### config.mk
export PLATFORM = sky130hd
export DESIGN_NAME = key_filter
export DESIGN_NICKNAME = d
export VERILOG_FILES = /design/src/rtl/key_pkg.sv /design/src/rtl/key_debounce_ch.sv /design/src/rtl/key_filter.sv
export SDC_FILE = /design/constraint.sdc
export NUM_CORES = 1
export LEC_CHECK = 0
export CAP_MARGIN = 20
export CORE_AREA = 3 3 126 67
export CTS_CLUSTER_SIZE = 28
export DETAILED_ROUTE_END_ITERATION = 8
export DIE_AREA = 0 0 129 70
export PLACE_DENSITY_LB_ADDON = 0.1
export SLEW_MARGIN = 25
export SYNTH_ARGS = -nofsm -noshare
export SYNTH_HDL_FRONTEND = slang
export SYNTH_HIERARCHICAL = 1
export SYNTH_SLANG_ARGS = --single-unit
### constraint.sdc
create_clock -name clk_50M -period 2.1 [get_ports clk_50M]
set_input_delay 0.315 -clock clk_50M [delete_from_list [all_inputs] [get_ports clk_50M]]
set_output_delay 0.315 -clock clk_50M [all_outputs]
set_load 0.005 [all_outputs]
### src/rtl/key_pkg.sv
// Shared constants for the pushbutton filter: board defaults, simulation-scale
// overrides and counter-width helpers.
package key_pkg;

    localparam int unsigned KEY_NUM_DEF    = 4;
    localparam int unsigned CNT_MAX_DEF    = 999_999;     // 20 ms at 50 MHz
    localparam int unsigned LONG_CNT_DEF   = 49_999_999;  // 1 s hold before repeat
    localparam int unsigned REPEAT_CNT_DEF = 9_999_999;   // 200 ms repeat period

    localparam int unsigned CNT_MAX_SIM    = 9;
    localparam int unsigned LONG_CNT_SIM   = 49;
    localparam int unsigned REPEAT_CNT_SIM = 19;

    function automatic int unsigned cnt_width(input int unsigned max_val);
        return (max_val < 1) ? 1 : $clog2(max_val + 1);
    endfunction

    localparam int unsigned CNT_W_DEF  = $clog2(CNT_MAX_DEF + 1);
    localparam int unsigned HOLD_W_DEF = $clog2(LONG_CNT_DEF + REPEAT_CNT_DEF + 1);

endpackage

### src/rtl/key_debounce_ch.sv
// Single-key synchroniser, debounce counter and press/release pulse generator.
// Auto-repeat on long hold is built only when KEY_REPEAT_EN is defined.
module key_debounce_ch
    import key_pkg::*;
#(
    parameter int unsigned CNT_MAX    = CNT_MAX_DEF
`ifdef KEY_REPEAT_EN
  , parameter int unsigned LONG_CNT   = LONG_CNT_DEF
  , parameter int unsigned REPEAT_CNT = REPEAT_CNT_DEF
`endif
) (
    input  logic i_clk,
    input  logic i_rst,
    input  logic i_key_n,
    output logic o_state,
    output logic o_press,
    output logic o_release
);

    localparam int unsigned CNT_W = cnt_width(CNT_MAX);
    localparam logic [CNT_W-1:0] CNT_LAST = CNT_W'(CNT_MAX);

    logic             r_sync1;
    logic             r_sync2;
    logic             r_state;
    logic             r_press;
    logic             r_release;
    logic [CNT_W-1:0] r_cnt;

    logic w_diff;
    logic w_accept;
    logic w_repeat;

    assign w_diff   = r_sync2 ^ r_state;
    assign w_accept = w_diff && (r_cnt == CNT_LAST);

`ifdef KEY_REPEAT_EN
    localparam int unsigned HOLD_W = cnt_width(LONG_CNT + REPEAT_CNT);
    localparam logic [HOLD_W-1:0] HOLD_FIRST  = HOLD_W'(LONG_CNT);
    localparam logic [HOLD_W-1:0] HOLD_TOP    = HOLD_W'(LONG_CNT + REPEAT_CNT);
    localparam logic [HOLD_W-1:0] HOLD_RELOAD = HOLD_W'(LONG_CNT + 1);

    logic [HOLD_W-1:0] r_hold;
    logic [HOLD_W-1:0] w_hold_next;

    // Hold count runs 1..HOLD_TOP then reloads just past LONG_CNT, so every
    // later pass through HOLD_TOP is one repeat period apart and it never wraps.
    always_comb begin
        w_hold_next = '0;
        w_repeat    = 1'b0;
        if (r_state && !w_accept) begin
            w_hold_next = (r_hold == HOLD_TOP) ? HOLD_RELOAD : r_hold + 1'b1;
            w_repeat    = (w_hold_next == HOLD_FIRST) || (w_hold_next == HOLD_TOP);
        end
    end

    always_ff @(posedge i_clk) begin
        if (i_rst) begin
            r_hold <= '0;
        end else begin
            r_hold <= w_hold_next;
        end
    end
`else
    assign w_repeat = 1'b0;
`endif

    always_ff @(posedge i_clk) begin
        if (i_rst) begin
            r_sync1   <= 1'b1;
            r_sync2   <= 1'b1;
            r_state   <= 1'b0;
            r_press   <= 1'b0;
            r_release <= 1'b0;
            r_cnt     <= '0;
        end else begin
            r_sync1   <= ~i_key_n;
            r_sync2   <= r_sync1;
            r_press   <= w_repeat;
            r_release <= 1'b0;
            if (!w_diff) begin
                r_cnt <= '0;
            end else if (w_accept) begin
                r_state   <= r_sync2;
                r_cnt     <= '0;
                r_press   <= r_sync2;
                r_release <= ~r_sync2;
            end else begin
                r_cnt <= r_cnt + 1'b1;
            end
        end
    end

    assign o_state   = r_state;
    assign o_press   = r_press;
    assign o_release = r_release;

endmodule

### src/rtl/key_filter.sv
// Debounces KEY_NUM active-low pushbuttons into levels and one-cycle pulses.
// Define KEY_REPEAT_EN to add auto-repeat press pulses on long holds.
module key_filter
    import key_pkg::*;
#(
    parameter int unsigned KEY_NUM    = KEY_NUM_DEF,
    parameter int unsigned CNT_MAX    = CNT_MAX_DEF
`ifdef KEY_REPEAT_EN
  , parameter int unsigned LONG_CNT   = LONG_CNT_DEF
  , parameter int unsigned REPEAT_CNT = REPEAT_CNT_DEF
`endif
) (
    input  logic               clk_50M,
    input  logic               rst,
    input  logic [KEY_NUM-1:0] key_in,
    output logic [KEY_NUM-1:0] key_state,
    output logic [KEY_NUM-1:0] key_press,
    output logic [KEY_NUM-1:0] key_release
);

    for (genvar gi = 0; gi < KEY_NUM; gi++) begin : g_ch
        key_debounce_ch #(
            .CNT_MAX   (CNT_MAX)
`ifdef KEY_REPEAT_EN
          , .LONG_CNT  (LONG_CNT)
          , .REPEAT_CNT(REPEAT_CNT)
`endif
        ) u_ch (
            .i_clk    (clk_50M),
            .i_rst    (rst),
            .i_key_n  (key_in[gi]),
            .o_state  (key_state[gi]),
            .o_press  (key_press[gi]),
            .o_release(key_release[gi])
        );
    end

endmodule

Yosys cells after proc, flatten, opt, wreduce, memory -nomap -nowiden --
Index checks and enable logic that the tools add are counted. Widths: inputs -> output; s select.
Word-level totals: flip-flop bits (word level) 100, input port bits 6, output and inout bits 12, word-level logic and storage cells 68
Operators by class: add/subtract/negate cells 4, eq/ne operators 4, bitwise gates (word level) 20, reductions and logical operators 16
Operators by type and width (number):
- $add 20x1->20 const B | 4
- $eq 20x20->1 const B | 4
- $reduce_or 3->1 | 8
- $not 1->1 | 16
- $reduce_and 2->1 | 4
- $logic_and 1x1->1 | 4
- $xor 1x1->1 | 4

Depth between registers and ports, before layout --
Gate-level depths: netlist of the first run.
word-level depth 4, depth in mapped cells 6, depth with buffers taken out 5

Hierarchy --
The synthesis of the first run kept the hierarchy.
By module, submodules not included:
- key_debounce_ch | times used 4, cells each 120, area each 1104.8 µm², sequential area each 500.5 µm²

Least setup slack after synthesis of the first run --
No wires, ideal clock.
path type register to register, start register g_ch[0].u_ch.r_cnt[0], end register g_ch[0].u_ch.r_cnt[11], library setup time 0.115 ns, arrival 1.734 ns, data required time 1.985 ns, setup slack 0.251 ns, stages on the path, launching flop included 7, path buffers 1, clock period less this slack 1.849 ns, cells stage by stage dfxtp_1 -> ha_1 -> nand2_1 -> or4_4 -> o21ai_4 -> buf_6 -> nor2_1
On the way: word-level cells in the longest chain between the ends 3, elaborated cells on any way between the ends 4, those cells by class 1 x add/sub; 1 x eq/ne; 2 x reduce/logical
RTL lines:
- start, declared | line key_debounce_ch.sv:28 | logic [CNT_W-1:0] r_cnt;
- start signal, assigned | line key_debounce_ch.sv:89 | r_cnt <= r_cnt + 1'b1;
- branches (longest 3 deep; another with $add 20x1->20)
Parallel ways; which one is timed is not known. A chain may end at the register's enable or synchronous reset.

Worst setup path after layout of the first run --
start register g_ch[3].u_ch.r_cnt[3], end register g_ch[3].u_ch.r_cnt[16]
On the way: word-level cells in the longest chain between the ends 3, elaborated cells on any way between the ends 4, those cells by class 1 x add/sub; 1 x eq/ne; 2 x reduce/logical
RTL lines (line):
- start, declared | key_debounce_ch.sv:28
- start signal, assigned | key_debounce_ch.sv:89
- branches (longest 3 deep; another with $add 20x1->20)
Parallel ways; which one is timed is not known.

==> impl_metrics.env, run 1 <==
export IMPL_status="finished, final reports clean"
export IMPL_fmax_ghz=0.520
export IMPL_ys_flop_type="dfxtp_1"
export IMPL_ys_types=33
export IMPL_holdBufCountCts=0
export IMPL_ys_seq_elements=100
export IMPL_grt_pass1_wl_um=15400
export IMPL_clockBufferDepth=2
export IMPL_timing_setup_tns_ns=0
export IMPL_cts_tree="yes"
export IMPL_synth_enable_flop_cells=0
export IMPL_final_core_util=0.714
export IMPL_crit_slowest_cell="or4_4"
export IMPL_synth_top_area_cell="dfxtp_1"
export IMPL_viasPerCell=5.51
export IMPL_root_buffer="clkbuf_16"
export IMPL_post_cts_setup_buffers=0
export IMPL_path_clk_slew_ns=0.07
export IMPL_finClkSkew_ns=0.00533
export IMPL_cts_sinks=100
export IMPL_grt_remaining_overflow=0
export IMPL_numPortBuffers=17
export IMPL_critical_path_class="flip-flop to flip-flop"
export IMPL_hold_start="g_ch[1].u_ch/r_sync1$_SDFF_PP1_"
export IMPL_drtIter0Drc=123
export IMPL_route_vias_total=3471
export IMPL_n_antenna_cell=0
export IMPL_peakVddDrop_mv=0.468
export IMPL_rsz0062_at_grt="false"
export IMPL_timing_final_crit_share=0.915
export IMPL_cts_htree_levels=3
export IMPL_power_density_nw_per_um2=752
export IMPL_syn_area_per_cell_sq_um=9.21
export IMPL_async_flop_share=0
export IMPL_first_pass_iters=4
export IMPL_track_usage=0.206
export IMPL_grt_pass1_vias=3434
export IMPL_finalWeightedCongestion=0.830
export IMPL_rrSetupSlack_ns=0.18
export IMPL_cts_repair_resized=0
export IMPL_seq_area_frac_synth=0.453
export IMPL_start_kind="flip-flop"
export IMPL_crit_path_max_incr_delay_ns=0.64
export IMPL_rr_startpoint="g_ch[3].u_ch/r_cnt[3]$_SDFF_PP0_"
export IMPL_hp_class="flip-flop to flip-flop"
export IMPL_cp_data_arrival_time_ns=2.20
export IMPL_die_area_sq_um=9030
export IMPL_core_region_area_sq_um=7320
export IMPL_synthTopCellsByArea="dfxtp_1 (45%), xnor2_1 (7.1%), nor2_1 (6.8%), nand3_1 (4.1%), xor2_1 (4.0%)"
export IMPL_r2r_end="g_ch[3].u_ch/r_cnt[16]$_SDFF_PP0_"
export IMPL_start_util=0.604
export IMPL_synth_area_sq_um=4420
export IMPL_antenna_found_initial=0
export IMPL_p_leak_nw=1.78
export IMPL_wl_um=8560
export IMPL_ys_top_cells_by_count="dfxtp_1 (100), nor2_1 (80), nand3_1 (36), xnor2_1 (36), nand2_1 (28)"
export IMPL_grt_max_degree=20
export IMPL_area_growth_pct=18.2
export IMPL_critPathMaxFanout=9
export IMPL_finalMaxSlewViolations=0
export IMPL_worstPathRequired_ns=2.37
export IMPL_synthesis_nets=490
export IMPL_synth_top_area_frac=0.453
export IMPL_chipWidth_um=129
export IMPL_drive_gt1_frac=0.152
export IMPL_period_minus_slack_ns=1.92
export IMPL_synth_most_common_cell="dfxtp_1"
export IMPL_worstSkewPairLatency_ns=0.34
export IMPL_postRouteAntennaNets=0
export IMPL_crit_chain="nand4_2 -> or4_4 -> or3_1 -> a21oi_1"
export IMPL_drcViolationCount=0
export IMPL_wl_per_cell_um=13.6
export IMPL_final_hold_viol_count=0
export IMPL_final_nets=539
export IMPL_yosysWarnings=6
export IMPL_dp_hpwl_um=5950
export IMPL_place_inst=614
export IMPL_rows=22
export IMPL_crit_path_end="g_ch[3].u_ch/r_cnt[16]$_SDFF_PP0_"
export IMPL_cts_buffers=9
export IMPL_synth_cells=480
export IMPL_top_level_ports=18
export IMPL_worstMarginPinSlew_ns=0.441
export IMPL_crit_path_end_kind="flip-flop"
export IMPL_drv_cap=0
export IMPL_fin_cells=630
export IMPL_slew_headroom=0.705
export IMPL_setup_viol=0
export IMPL_fillCellCount=585
export IMPL_critPathLaunch="g_ch[3].u_ch/r_cnt[3]$_SDFF_PP0_"
export IMPL_worstRegToRegCells=4
export IMPL_die_h_um=70
kinds of logic (layout without fill, tap and decap cells):
| family | after synthesis | count (layout) | share of synthesized area |
|---|---|---|---|
| AOI/OAI and AO/OA | 44 | 44 | 0.0680 |
| xor gates and xnor gates | 56 | 56 | 0.111 |
| adders and majority gates | 4 | 4 | 0.0113 |
| buffers and inverters | 12 | 66 | 0.0170 |
| DFF | 100 | 100 | 0.453 |
| muxes | 4 | 4 | 0.00906 |
| and+or+nand+nor | 260 | 260 | 0.331 |
worst min path at each step:
| stage | end | slack [ns] | cells past startpoint |
|---|---|---|---|
| CTS | g_ch[1].u_ch/r_sync2$_SDFF_PP1_ | 0.41 | 1 |
| global placement | g_ch[1].u_ch/r_sync2$_SDFF_PP1_ | 0.40 | 1 |
| finish | g_ch[1].u_ch/r_sync2$_SDFF_PP1_ | 0.41 | 1 |
| global route | g_ch[1].u_ch/r_sync2$_SDFF_PP1_ | 0.42 | 1 |
| detailed placement | g_ch[1].u_ch/r_sync2$_SDFF_PP1_ | 0.40 | 1 |
| floorplan | g_ch[0].u_ch/r_sync1$_SDFF_PP1_ | 0.39 | 1 |
layout make-up:
type | instances | area, sq um | area share
clock inverter | 5 | 82.6 | 0.0158
timing repair buffer | 42 | 395 | 0.0757
multi-input combinational | 368 | 2340 | 0.448
tap | 96 | 120 | 0.0230
sequential | 100 | 2000 | 0.383
inverter | 8 | 30.0 | 0.00575
clock buffer | 11 | 253 | 0.0484
cells in the final DEF, fill, tap and decap left out, types with 8 or more instances in the layout:
| cell | Yosys | routed |
|---|---|---|
| or4_1 | 8 | 8 |
| nor2_1 | 80 | 80 |
| nor4_1 | 16 | 16 |
| clkbuf_16 | 0 | 9 |
| inv_1 | 8 | 8 |
| nand2b_1 | 12 | 12 |
| nand2_1 | 28 | 28 |
| dfxtp_1 | 100 | 100 |
| clkdlybuf4s50_1 | 0 | 17 |
| nand3_1 | 36 | 36 |
| nor3_1 | 8 | 8 |
| xnor2_1 | 36 | 36 |
| o21ai_0 | 12 | 12 |
| xor2_1 | 20 | 20 |
| a21oi_1 | 16 | 16 |
| buf_4 | 0 | 22 |
| or2_2 | 8 | 8 |
| or3_1 | 8 | 8 |
| or4_4 | 8 | 8 |
| nand4_1 | 12 | 12 |
sequential cells by signal (all words and copies together) (netlist names):
register	count
g_ch.u_ch/r_cnt	80
g_ch.u_ch/o_press	4
g_ch.u_ch/o_release	4
g_ch.u_ch/o_state	4
g_ch.u_ch/r_sync1	4
g_ch.u_ch/r_sync2	4
per-layer routing:
layer	global-route usage	wire length, um	vias to the layer above
met2	0.333	4050	28
met3	0.0672	206	10
met5	0	0	-
met4	0.0536	91	0
met1	0.266	4210	1619
li1	-	-	1814
metrics by stage:
stage / cell area (sq um) / power [W] / setup WS [ns] / hold WS (ns)
after floorplan: 4420 / 0.00208 / 0.251 / 0.388
after global placement: 4890 / 0.00215 / 0.261 / 0.396
after detailed placement: 4890 / 0.00216 / 0.201 / 0.395
after CTS: 5230 / 0.00398 / 0.186 / 0.410
after global routing: 5230 / 0.00409 / 0.0882 / 0.424
final: 5230 / 0.00393 / 0.178 / 0.409
worst max-delay path, delay by kind of cell, from the launching register on:
| kind | cells | cell delay, ns |
|---|---|---|
| and+or+nand+nor | 3 | 1.28 |
| DFF | 1 | 0.43 |
| AOI/OAI and AO/OA | 1 | 0.15 |
power breakdown:
| part | total (W) | internal [W] | switching [W] |
|---|---|---|---|
| registers | 0.00194 | 0.00192 | 0.0000160 |
| logic | 0.000175 | 0.0000808 | 0.0000942 |
| clock network | 0.00182 | 0.00111 | 0.000703 |
| total | 0.00393 | 0.00311 | 0.000813 |
No activity file was read; power rests on OpenSTA's default activity.
==> run 2: changes to the inputs <==
--- a/config.mk
+++ b/config.mk
@@ -6,13 +6,12 @@
 export NUM_CORES = 1
 export LEC_CHECK = 0
 export CAP_MARGIN = 20
-export CORE_AREA = 3 3 126 67
+export CORE_AREA = 3 3 125 67
 export CTS_CLUSTER_SIZE = 28
 export DETAILED_ROUTE_END_ITERATION = 8
-export DIE_AREA = 0 0 129 70
+export DIE_AREA = 0 0 128 70
 export PLACE_DENSITY_LB_ADDON = 0.1
 export SLEW_MARGIN = 25
 export SYNTH_ARGS = -nofsm -noshare
 export SYNTH_HDL_FRONTEND = slang
-export SYNTH_HIERARCHICAL = 1
 export SYNTH_SLANG_ARGS = --single-unit
==> run 2 against run 1 <==
  * Global-route usage decreased by 2.0 points
  * Sequential share of layout area increased by 2.0 points
  * Die area fell by 0.78%
  * Clock-buffer cell count down 1
  * Area after synthesis down 1.7%
  * Routed wire length decreased by 10%
  * Core utilization fell by 3.0 points
  * Total power decreased by 3.2%
  * Final cell count shrank 1.1%
  * Clock power fell by 5%
  * Critical path depth did not move
  * Critical path type unchanged
  * Largest cell class unchanged
  * Largest power group unchanged
==> impl_metrics.env, run 2 <==
export IMPL_chipWidth_um=128
export IMPL_final_cell_mix="dfxtp_1 (100), nor2_1 (68), nand3_1 (34)"
export IMPL_final_nets=532
export IMPL_async_flop_share=0
export IMPL_synthesis_nets=515
export IMPL_die_area_sq_um=8960
export IMPL_final_common_cell="dfxtp_1"
export IMPL_route_vias_total=3413
export IMPL_critical_path_class="flip-flop to flip-flop"
export IMPL_track_usage=0.186
export IMPL_first_pass_iters=4
export IMPL_synth_top_area_cell="dfxtp_1"
export IMPL_die_h_um=70
export IMPL_drtIter0Drc=178
export IMPL_synth_top_family_by_area="simple AND/OR/NAND/NOR gates"
export IMPL_grt_remaining_overflow=0
export IMPL_synth_xor_area_share=0.0988
export IMPL_p_leak_nw=1.63
export IMPL_dp_hpwl_um=5370
export IMPL_timing_final_crit_share=0.948
export IMPL_synth_area_sq_um=4340
export IMPL_peakVddDrop_mv=0.504
export IMPL_synth_compound_area_share=0.0827
export IMPL_multi_input_area_sq_um=2110
export IMPL_slew_headroom=0.727
export IMPL_period_minus_slack_ns=1.99
export IMPL_start_kind="flip-flop"
export IMPL_setup_ws_ns=0.109
export IMPL_critPathLaunch="g_ch[3].u_ch.r_cnt[3]$_SDFF_PP0_"
export IMPL_place_ws_ns=0.0908
export IMPL_setup_viol=0
export IMPL_place_inst=607
export IMPL_seq_area_frac_synth=0.461
export IMPL_ys_top_cells_by_count="dfxtp_1 (100), nor2_1 (68), nand3_1 (34)"
export IMPL_top_register="g_ch.u_ch.r_cnt"
export IMPL_syn_area_per_cell_sq_um=8.60
export IMPL_final_hold_viol_count=0
export IMPL_synth_top_area_frac=0.461
export IMPL_ys_seq_elements=100
export IMPL_grt_pass1_vias=3128
export IMPL_cts_htree_levels=3
export IMPL_hold_start="g_ch[2].u_ch.r_sync1$_SDFF_PP1_"
export IMPL_ys_flop_type="dfxtp_1"
export IMPL_finalMaxSlewViolations=0
export IMPL_yosysWarnings=0
export IMPL_synthAdderAreaFrac=0.0115
export IMPL_top_level_ports=18
export IMPL_worstSkewPairLatency_ns=0.35
export IMPL_crit_path_end_kind="flip-flop"
export IMPL_drive_gt1_frac=0.0911
export IMPL_rr_startpoint="g_ch[3].u_ch.r_cnt[3]$_SDFF_PP0_"
export IMPL_area_growth_pct=14.3
export IMPL_drv_cap=0
export IMPL_fin_hold_ws_ns=0.417
export IMPL_power_density_nw_per_um2=766
export IMPL_cts_sinks=100
export IMPL_antenna_found_initial=0
export IMPL_fmax_ghz=0.502
export IMPL_yosys_area_share_simple=0.289
export IMPL_largest_reg_flops=80
export IMPL_numPortBuffers=17
export IMPL_root_buffer="clkbuf_16"
export IMPL_cp_data_arrival_time_ns=2.27
export IMPL_core_region_area_sq_um=7270
export IMPL_status="finished, final reports clean"
export IMPL_path_clk_slew_ns=0.07
export IMPL_final_core_util=0.683
export IMPL_critPathMaxFanout=9
export IMPL_wl_um=7680
export IMPL_timing_setup_tns_ns=0
export IMPL_drcViolationCount=0
export IMPL_grt_pass1_wl_um=13700
export IMPL_finalWeightedCongestion=0.809
export IMPL_cts_buffers=9
export IMPL_viasPerCell=5.48
export IMPL_start_util=0.598
export IMPL_cts_tree="yes"
export IMPL_hp_class="flip-flop to flip-flop"
export IMPL_synth_enable_flop_cells=0
export IMPL_regArea_sq_um=2000
export IMPL_rows=22
export IMPL_worstMarginPinSlew_ns=0.406
export IMPL_n_antenna_cell=0
export IMPL_worstPathRequired_ns=2.38
export IMPL_clockBufferDepth=2
export IMPL_synth_mux_area_frac=0
export IMPL_postRouteAntennaNets=0
export IMPL_fin_cells=623
export IMPL_ys_types=33
export IMPL_synth_cells=505
export IMPL_synthTopCellsByArea="dfxtp_1 (46%), xnor2_1 (6.3%), nor2_1 (5.9%), nand3_1 (3.9%), xor2_1 (3.6%)"
export IMPL_grt_max_degree=21
export IMPL_synth_most_common_cell="dfxtp_1"
export IMPL_wl_per_cell_um=12.3
export IMPL_fillCellCount=617
export IMPL_finClkSkew_ns=0.0106
[run 2: cell types whose count changed after synthesis, sizes merged, moves of 6 or more]
cell | previous run | this run
a21oi | 16 | 31
clkbuf | 0 | 15
inv | 8 | 22
or3 | 8 | 21
buf | 4 | 16
nor2 | 80 | 68
o21ai | 16 | 25
nand2b | 12 | 4
nand2 | 28 | 22
nor4 | 16 | 10
o31ai | 4 | 10
[run 2: worst paths after layout]
path / to / slack, ns / depth (start not counted)
worst min-delay path: g_ch[2].u_ch.r_sync2$_SDFF_PP1_ / 0.42 / 1
worst max register to register: g_ch[3].u_ch.r_cnt[17]$_SDFF_PP0_ / 0.11 / 4
worst min register to register: g_ch[2].u_ch.r_sync2$_SDFF_PP1_ / 0.42 / 1
worst max-delay path: g_ch[3].u_ch.r_cnt[17]$_SDFF_PP0_ / 0.11 / 4
[run 2: final cells by class]
| class | count | area share |
|---|---|---|
| tap | 96 | 0.0242 |
| multi-input combinational | 352 | 0.425 |
| clock inverter | 6 | 0.0179 |
| timing repair buffer | 37 | 0.0670 |
| inverter | 22 | 0.0166 |
| clock buffer | 10 | 0.0461 |
| sequential | 100 | 0.403 |
[run 2: power by group]
group / leakage [nW] / switching (W) / internal, W / total (W)
registers: 0.809 / 0.0000252 / 0.00192 / 0.00195
logic: 0.676 / 0.0000665 / 0.0000557 / 0.000122
clock network: 0.149 / 0.000690 / 0.00104 / 0.00173
[run 2: critical path, cell delays in order (launching register included)]
cell and delay [ns]:
dfxtp_1 0.37, nand3_1 0.18, or4_1 0.72, or4_1 0.51, a21oi_1 0.16
[run 2: what timing repair did]
action,CTS,global route
hold buffers,0,0
gates resized for setup,0,3
setup buffers,0,0
endpoints found under the setup margin,0,3
[run 2: kinds of logic (layout without fill, tap and decap cells)]
family / after synthesis / count (layout)
buffers and inverters: 53 / 75
DFF: 100 / 100
xor gates and xnor gates: 49 / 49
adders and majority gates: 4 / 4
and+or+nand+nor: 233 / 233
AOI/OAI and AO/OA: 66 / 66
[run 2: per-layer routing]
metal  share of wire  track usage  vias to the layer above  routed length (um)
li1                -            -                     1785                   -
met4          0.0031       0.0447                        0                  24
met5               0            0                        -                   0
met1            0.50        0.234                     1592                3880
met3           0.031       0.0756                        2                 237
met2            0.46        0.297                       34                3540
[run 2: metrics by stage]
step	power [W]	instance area [sq um]
CTS	0.00385	4950
detailed placement	0.00211	4630
global route	0.00396	4960
global placement	0.00211	4630
floorplan	0.00206	4340
finish	0.00380	4960
==> run 3: changes to the inputs <==
--- a/config.mk
+++ b/config.mk
@@ -10,6 +10,7 @@
 export CTS_CLUSTER_SIZE = 28
 export DETAILED_ROUTE_END_ITERATION = 8
 export DIE_AREA = 0 0 128 70
+export MAX_ROUTING_LAYER = met4
 export PLACE_DENSITY_LB_ADDON = 0.1
 export SLEW_MARGIN = 25
 export SYNTH_ARGS = -nofsm -noshare
==> constraint.sdc (replaced) <==
create_clock -name clk_50M -period 2 [get_ports clk_50M]
set_input_delay 0.3 -clock clk_50M [delete_from_list [all_inputs] [get_ports clk_50M]]
set_output_delay 0.3 -clock clk_50M [all_outputs]
set_load 0.005 [all_outputs]
==> run 3 against run 2 <==
  * Routed wire length is 6.2% higher
  * Via count increased by 2.8%
  * Fmax increased by 5.5%
  * Critical path depth rose by 1
  * Sequential share of layout area decreased by 0.94 points
  * Final area grew 2.4%
  * Clock-buffer cell count is 2 higher
  * Core utilization rose by 1.7 points
==> impl_metrics.env, run 3 (synthesis gave the netlist of run 2 again) <==
export IMPL_first_pass_iters=4
export IMPL_grt_pass1_vias=3247
export IMPL_rsz0062_at_grt="false"
export IMPL_busiest_layer="met2"
export IMPL_power_density_nw_per_um2=842
export IMPL_postRouteAntennaNets=0
export IMPL_peakVddDrop_mv=0.453
export IMPL_finClkSkew_ns=0.00529
export IMPL_drcViolationCount=0
export IMPL_wl_per_cell_um=12.9
export IMPL_die_h_um=70
export IMPL_final_cell_mix="dfxtp_1 (99), nor2_1 (68), nand3_1 (34)"
export IMPL_status="finished, final reports clean"
export IMPL_final_nets=543
export IMPL_timing_final_crit_share=0.944
export IMPL_final_hold_viol_count=0
export IMPL_period_minus_slack_ns=1.89
export IMPL_hp_class="flip-flop to flip-flop"
export IMPL_worstMarginPinSlew_ns=0.457
export IMPL_root_buffer="clkbuf_16"
export IMPL_dp_hpwl_um=5550
export IMPL_track_usage=0.198
export IMPL_viasPerCell=5.53
export IMPL_worstPathRequired_ns=2.27
export IMPL_critPathMaxFanout=6
export IMPL_top_level_ports=18
export IMPL_cp_data_arrival_time_ns=2.16
export IMPL_chipWidth_um=128
export IMPL_critical_path_class="flip-flop to flip-flop"
export IMPL_multi_input_area_sq_um=2110
export IMPL_route_vias_total=3508
export IMPL_fillCellCount=602
export IMPL_regArea_sq_um=2000
export IMPL_cts_buffers=9
export IMPL_path_clk_slew_ns=0.06
export IMPL_die_area_sq_um=8960
export IMPL_cts_sinks=100
export IMPL_rows=22
export IMPL_area_growth_pct=17.1
export IMPL_cts_tree="yes"
export IMPL_largest_reg_flops=80
export IMPL_grt_use_met2=0.322
export IMPL_antenna_found_initial=0
export IMPL_timing_setup_tns_ns=0
export IMPL_grt_remaining_overflow=0
export IMPL_placedInstanceArea_sq_um=4700
export IMPL_numPortBuffers=17
export IMPL_start_util=0.598
export IMPL_cts_htree_levels=3
export IMPL_drv_cap=0
export IMPL_crit_path_end_kind="flip-flop"
export IMPL_grt_pass1_wl_um=14100
export IMPL_post_cts_setup_buffers=0
export IMPL_p_leak_nw=1.71
export IMPL_drtIter0Drc=142
export IMPL_grt_max_degree=21
export IMPL_slew_headroom=0.694
export IMPL_top_register="g_ch.u_ch.r_cnt"
export IMPL_worstSkewPairLatency_ns=0.34
export IMPL_final_common_cell="dfxtp_1"
export IMPL_grt_use_met3=0.0619
export IMPL_fmax_ghz=0.530
export IMPL_grt_met1_usage=0.240
export IMPL_finalMaxSlewViolations=0
export IMPL_n_antenna_cell=0
export IMPL_finalWeightedCongestion=0.814
export IMPL_fin_area_sq_um=5090
export IMPL_core_region_area_sq_um=7270
export IMPL_start_kind="flip-flop"
export IMPL_wl_um=8160
export IMPL_clockBufferDepth=2
export IMPL_setup_viol=0
export IMPL_drive_gt1_frac=0.115
## run 3: changes by cell type in the layout (fill, tap and decap cells not counted), sizes merged
cell and delta:
clkinvlp -2, bufinv +2, clkbuf +2, clkinv -2, buf +11
## run 3: metrics by stage
stage | worst slack, ns | total power (W) | hold WS (ns) | std cells | util
2_1_floorplan | 0.0168 | 0.00216 | 0.374 | 505 | -
3_3_place_gp | 0.153 | 0.00222 | 0.393 | 618 | 0.647
3_5_place_dp | 0.104 | 0.00222 | 0.399 | 618 | 0.647
4_1_cts | 0.0974 | 0.00433 | 0.414 | 634 | 0.697
5_1_grt | 0.00546 | 0.00443 | 0.418 | 634 | 0.700
6_report | 0.112 | 0.00428 | 0.412 | 634 | 0.700
## run 3: report_power, final
part	switching (W)	leakage, nW	total (W)	internal (W)
Combinational	0.0000769	0.725	0.000138	0.0000609
Clock	0.000721	0.177	0.00211	0.00138
Sequential	0.0000229	0.810	0.00204	0.00202
## run 3: what timing repair did
action                                  in CTS  in global routing
endpoints found under the hold margin        0                  0
endpoints found under the setup margin       0                 24
resized for setup                            0                  6
hold buffers                                 0                  0
## run 3: area by class of cell
class                   instances  area share
clock buffers                  12      0.0485
flip-flops and latches        100       0.394
clock inverters                 4      0.0236
well taps                      96      0.0236
multi-input cells             352       0.415
inverters                      22      0.0162
repair buffers                 48      0.0792
## run 3: final timing paths
kind / from / to / slack (ns) / depth (start not counted)
setup / recovery: g_ch[2].u_ch.r_cnt[4]$_SDFF_PP0_ / g_ch[2].u_ch.r_cnt[14]$_SDFF_PP0_ / 0.11 / 5
hold / removal: g_ch[3].u_ch.r_sync1$_SDFF_PP1_ / g_ch[3].u_ch.r_sync2$_SDFF_PP1_ / 0.41 / 1
setup reg to reg: g_ch[2].u_ch.r_cnt[4]$_SDFF_PP0_ / g_ch[2].u_ch.r_cnt[14]$_SDFF_PP0_ / 0.11 / 5
hold reg to reg: g_ch[3].u_ch.r_sync1$_SDFF_PP1_ / g_ch[3].u_ch.r_sync2$_SDFF_PP1_ / 0.41 / 1
## run 3: metal layers
metal	routed length, um	part of all wire
met2	3900	0.48
met3	257	0.031
met4	75	0.0092
met5	0	0
met1	3930	0.48
## run 3: worst max-delay path, stage by stage (launching register included)
cell and delay, ns:
dfxtp_1 0.40, nand4_1 0.16, buf_4 0.17, or4_1 0.59, or3_1 0.34, a21oi_1 0.15
